### src/rtl/hex_char_formatter.sv
// hex_char_formatter: streams a captured word as ASCII "0x<hex digits><'\n' or ' '>" over a valid/ready byte port.
// Optional macro HEX_FMT_UPPER_EN selects upper-case digits A-F.
module hex_char_formatter #(
   parameter int DATA_W         = 8,
   parameter bit SUPPRESS_ZEROS = 1
) (
   input  logic              clk,
   input  logic              rst,
   input  logic              in_valid,
   output logic              in_ready,
   input  logic [DATA_W-1:0] in_data,
   input  logic              in_last,
   output logic              out_valid,
   input  logic              out_ready,
   output logic [7:0]        out_char,
   output logic              busy
);
   localparam int NIB = DATA_W / 4;
   localparam int IW  = NIB > 1 ? $clog2(NIB) : 1;
`ifdef HEX_FMT_UPPER_EN
   localparam logic [7:0] ALPHA_BASE = 8'h37;
`else
   localparam logic [7:0] ALPHA_BASE = 8'h57;
`endif
   typedef enum logic [2:0] {IDLE, PFX0, PFX1, DIGITS, TERM} state_t;
   state_t              state_q, state_d;
   logic [DATA_W-1:0]   data_q, data_d;
   logic                last_q, last_d;
   logic [IW-1:0]       idx_q, idx_d, start_idx;
   logic [3:0]          nib;
   logic [7:0]          digit;
   logic                fire;
   // Last matching nibble wins, so without suppression the loop lands on NIB-1.
   always_comb begin
      start_idx = '0;
      for (int i = 0; i < NIB; i++)
         if (!SUPPRESS_ZEROS || in_data[i*4 +: 4] != 4'h0) start_idx = IW'(i);
   end
   always_comb begin
      nib       = data_q[idx_q*4 +: 4];
      digit     = nib < 4'd10 ? 8'h30 + {4'h0, nib} : ALPHA_BASE + {4'h0, nib};
      in_ready  = state_q == IDLE;
      out_valid = state_q != IDLE;
      busy      = state_q != IDLE;
      fire      = out_valid & out_ready;
      out_char  = state_q == PFX0   ? 8'h30 :
                  state_q == PFX1   ? 8'h78 :
                  state_q == DIGITS ? digit :
                  state_q == TERM   ? (last_q ? 8'h0A : 8'h20) : 8'h00;
   end
   always_comb begin
      state_d = state_q;
      data_d  = data_q;
      last_d  = last_q;
      idx_d   = idx_q;
      case (state_q)
         IDLE:
            if (in_valid) begin
               state_d = PFX0;
               data_d  = in_data;
               last_d  = in_last;
               idx_d   = start_idx;
            end
         PFX0:   state_d = fire ? PFX1 : PFX0;
         PFX1:   state_d = fire ? DIGITS : PFX1;
         DIGITS:
            if (fire) begin
               state_d = idx_q == '0 ? TERM : DIGITS;
               idx_d   = idx_q == '0 ? idx_q : idx_q - 1'b1;
            end
         TERM:   state_d = fire ? IDLE : TERM;
         default: state_d = IDLE;
      endcase
   end
   always_ff @(posedge clk) begin
      if (rst) begin
         state_q <= IDLE;
         data_q  <= '0;
         last_q  <= 1'b0;
         idx_q   <= '0;
      end else begin
         state_q <= state_d;
         data_q  <= data_d;
         last_q  <= last_d;
         idx_q   <= idx_d;
      end
   end
endmodule

### config.mk
export PLATFORM = sky130hd
export DESIGN_NAME = hex_char_formatter
export DESIGN_NICKNAME = d
export VERILOG_FILES = /design/src/rtl/hex_char_formatter.sv
export SDC_FILE = /design/constraint.sdc
export NUM_CORES = 1
export LEC_CHECK = 0
export CAP_MARGIN = 40
export CORE_MARGIN = 3
export CORE_UTILIZATION = 45
export DETAILED_ROUTE_END_ITERATION = 6
export GPL_ROUTABILITY_DRIVEN = 1
export GPL_TIMING_DRIVEN = 0
export PLACE_DENSITY = 0.89
export SETUP_SLACK_MARGIN = 0.02
export SLEW_MARGIN = 20
export SYNTH_ARGS = -nofsm -noshare
export SYNTH_HDL_FRONTEND = slang
export SYNTH_SLANG_ARGS = --single-unit
### constraint.sdc
create_clock -name clk -period 1.9 [get_ports clk]
set_input_delay 0.38 -clock clk [delete_from_list [all_inputs] [get_ports clk]]
set_output_delay 0.38 -clock clk [all_outputs]
set_load 0.03 [all_outputs]
### Yosys cells after proc, flatten, opt, wreduce, memory -nomap -nowiden

Index checks and enable logic that the tools add are counted.

* register bits: 13
* input port bits: 13
* output and inout bits: 11
* logic and storage cells: 41

* add/subtract/negate cells: 3
* order comparisons: 1
* eq/ne operators: 6
* shifts and indexed selects: 1
* mux-type cells: 18
* bitwise gates (word level): 1
* reductions and logical operators: 7

Operators by type and width (count)
* 8-bit two-way mux: 4
* 3-bit case mux with 5 select lines: 1
* 3-bit two-way mux: 4
* 6-bit two-way mux: 2
* 7-bit by 4-bit adder with 8-bit output (first input constant): 1
* 8-bit by 4-bit variable part select with 4-bit output: 1
* 6-bit by 4-bit adder with 7-bit output (first input constant): 1
* 3-bit by 2-bit == test with 1-bit output (second input constant): 2
* 1-bit two-way mux: 5
* 4-bit < comparator (second input constant): 1
* 2-bit inequality test (second input constant): 2
* 2-bit AND reduction: 2
* 4-bit nonzero test: 1
* 3-bit by 1-bit == test with 1-bit output (second input constant): 1
* 3-bit == test (second input constant): 1
* 3-bit zero test: 1
* 3-bit AND reduction: 1
* 3-bit nonzero test: 1
* 2-bit two-way mux: 1
* 1-bit case mux with 2 select lines: 1
* 2-bit nonzero test: 1
* 1-bit AND: 1
* 1-bit subtractor (second input constant): 1

### Logic depth before layout (Yosys ltp)

* depth in word-level cells: 6
* depth in mapped cells: 6
* depth with buffers taken out: 5

### Worst setup path before layout

No wires, ideal clock.

* path kind: register -> output
* from: reg state_q[2]
* to: out out_valid
* arrival: 1929 ps
* data required time: 1520 ps
* slack: -409 ps
* stages on the path, launching flop included: 5
* path buffers: 2
* cell sequence: dfxtp_1 > clkbuf_1 > nor3_1 > inv_1 > buf_4

* cells in the longest elaborated chain, start to end: 1

RTL lines
* start, declared: line 26 `state_t state_q, state_d;`
* start signal, assigned: line 82 `state_q <= state_d;`
* 3-bit nonzero test
* end, declared: line 13 `output logic out_valid,`

Every way passes these cells.

### Final worst setup path

* from: reg idx_q
* to: out out_char[1]

* cells in the longest elaborated chain, start to end: 6
* elaborated cells between the ends (all ways): 8
* those cells by class: add/sub (2); order compare (1); shift (1); mux (4)

RTL lines
* start, declared: line 29 `logic [IW-1:0] idx_q, idx_d, start_idx;`
* start signal, assigned: line 85 `idx_q <= idx_d;`
* 8-bit by 4-bit variable part select with 4-bit output *: line 40 `nib = data_q[idx_q*4 +: 4];`
* 7-bit by 4-bit adder with 8-bit output (tied with other cells): line 41 `digit = nib < 4'd10 ? 8'h30 + {4'h0, nib} : ALPHA_BASE + {4'h0, nib};`
* 8-bit two-way mux *: line 41
* 8-bit two-way mux *: line 48 `state_q == DIGITS ? digit :`
* 8-bit two-way mux *: line 47 `state_q == PFX1 ? 8'h78 :`
* 8-bit two-way mux *: line 46 `out_char = state_q == PFX0 ? 8'h30 :`
* end, declared: line 15 `output logic [7:0] out_char,`

Mark *: on every way between the ends. The rest lies on a longest branch, timed or not.

==> results.ini <==
[power_and_ir_drop]
clkPwrFrac=0.203
comb_power_share=0.416
seq_power_share=0.381
power_leakage_nw=0.484
swShare=0.348
vdd_drop_max_mv=0.548
power_density_mw_per_mm2=652
power.switching_uw=287
internal_power_uw=539

[cells_and_area]
layout_common_cells=22 x nand2_1, 13 x buf_4, 12 x clkdlybuf4s50_1
insertedDiodeCount=0
layout.cells.non_filler=163
mostFrequentLayoutCell=nand2_1
area_growth_pct=59.2
num-fill-cells=106
drive_gt1_frac=0.388
nNetsFinal=154

[detailed_routing]
wl_per_cell_um=13.8
num_vias=838
drc=0
ant_nets=0
wirelength_um=2250
drt-pass1-iter-count=4
viasPerCell=5.14
drtIter0Drc=29

[cts]
cts-root-buf=clkbuf_4
cts_tree=yes
clkTransAtPathRegs_ns=0.08
clock_latency_ns=0.27
clock-sinks=13
ctsHoldBuffers=0
cts_buffers=3
ctsHtreeMaxLevel=1
cts_buffer_depth=2

[worst_setup_path]
r2r-start=idx_q
path_max_fanout=6
path_class=flop to output port
cp.required_ns=1.52
critPathArrivalTime_ns=1.73
end_kind=output port
worst_setup_path_start_kind=flop
crit_start=idx_q

[sta]
fin_ws_ns=-0.208
timing.final.crit_period_ns=2.11
grt_setup_unrepaired=true
finalSetupViolCount=6
fmax_ghz=0.474
final.period_utilization=1.11
slew_viol_final=0
final_hold_viol_count=0
fin_skew_ns=0.00620

[synthesis]
synth_area_per_cell_um2=7.59
synth_seq_cells=13
synth_top_family_by_area=simple AND/OR/NAND/NOR gates
syn-num-nets=119
synth-simple-area-share=0.322
synthCells=105
synth_edf_count=0
async_reset_ff_frac=0
synthFlopType=dfxtp_1
synth_compound_area_frac=0.193
synth_xor_area_frac=0.0110
yosysWarningCount=0
synth_cell_types=32
synth_adder_area_share=0.0157
synth_seq_area_share=0.327
yosys-mux-area-fraction=0.0377
syn-cell-area_um2=797

[floorplanning]
die_area_mm2=0.00231
die_width_um=48.1
core_region_area_mm2=0.00159
io_pins=24
start_util=0.500
rows=14
die_y_um=48.1

[worst_hold_path]
hold_class=flop to flop
hp-start=data_q[7]

[global_route]
grt_pass1_wl_um=3150
grt_max_degree=11
antenna_found_initial=0
grt_pass1_vias=758
grt_usage=0.198
overflow=0

[place]
gp_congestion=0.783
io_buffers=22
place_ws_ns=-0.580
hpwl_um=1400
dp.cells=151

[job]
drv_cap=0

[outcome]
status=finished with violations
violations=negative setup slack

[state kept, by name, summed over array words and instances, names as in the netlist]
| name | count |
|---|---|
| data_q | 8 |
| idx_q | 1 |
| last_q | 1 |
| state_q | 3 |
[synthesized netlist by cell type (2+ instances only)]
library cell	instances	area [µm²]
a21oi_1	14	70.1
nand2_1	24	90.1
a21o_1	2	15.0
buf_6	2	22.5
dfxtp_1	13	260
o21a_1	2	15.0
nor4_1	2	12.5
nor2_1	4	15.0
mux2i_1	3	30.0
inv_1	3	11.3
nand3_1	4	20.0
nor3_1	4	20.0
buf_4	4	30.0
nand2b_1	2	12.5
o21ai_0	4	20.0
clkbuf_1	2	7.51
[area by class of cell]
| cell class | count | area [µm²] | share of cell area |
|---|---|---|---|
| multi-input combinational | 81 | 596 | 0.469 |
| inverter | 3 | 11.3 | 0.00888 |
| sequential | 13 | 263 | 0.207 |
| buffer | 8 | 71.3 | 0.0562 |
| timing repair buffer | 30 | 272 | 0.214 |
| tap | 24 | 30.0 | 0.0237 |
| clock buffer | 4 | 26.3 | 0.0207 |
[cell families after synthesis]
family / Yosys count
AOI/OAI and AO/OA: 25
xor gates and xnor gates: 1
adders and majority gates: 1
buffers and inverters: 11
DFF: 13
muxes: 3
other: 1
and+or+nand+nor: 50
[repair_timing]
action                                  in CTS  in global routing
resized for setup                           58                 26
endpoints found under the setup margin      10                 10
cloned                                       0                  0
pin swaps                                    2                  9
buffers inserted                             3                  6
[critical path: stages (launching register included)]
cell	delay [ns]
dfxtp_2	0.34
buf_8	0.13
mux2i_4	0.29
ha_4	0.24
nor2b_4	0.13
o31ai_4	0.17
buf_6	0.16
[metrics by stage]
step	total power [mW]	hold WS, ns	utilization	setup TNS, ns	area [µm²]
global placement	0.575	0.443	0.669	-2.24	1070
global route	0.871	0.512	0.796	-1.09	1270
floorplan	0.491	0.436	-	-0.0610	816
detailed placement	0.584	0.452	0.669	-2.57	1070
finish	0.827	0.498	0.796	-0.691	1270
CTS	0.773	0.463	0.724	-0.528	1150
[path summary, 6_finish.rpt]
check                           slack (ns)  depth (start not counted)           to
worst min-delay path                  0.50                          2    data_q[7]
worst max-delay path                 -0.21                          6  out_char[1]
worst max register to register        0.43                          7   state_q[2]
worst min register to register        0.50                          2    data_q[7]
[power groups by stage]
stage / clock network [mW] / registers, mW / logic, mW
finish: 0.168 / 0.315 / 0.344
global route: 0.187 / 0.318 / 0.366
detailed placement: 0 / 0.312 / 0.273
floorplan: 0 / 0.308 / 0.184
global placement: 0 / 0.310 / 0.265
CTS: 0.172 / 0.309 / 0.292
[routing by layer]
metal  part of all wire  wire (µm)  GRT usage  vias to the layer above
li1                   -          -          -                      425
met2               0.54       1210      0.343                       26
met5                  0          0          0                        -
met1               0.41        931      0.233                      383
met3              0.039         88     0.0338                        4
met4              0.010         23     0.0968                        0
Power figures use the tool's default switching activity.
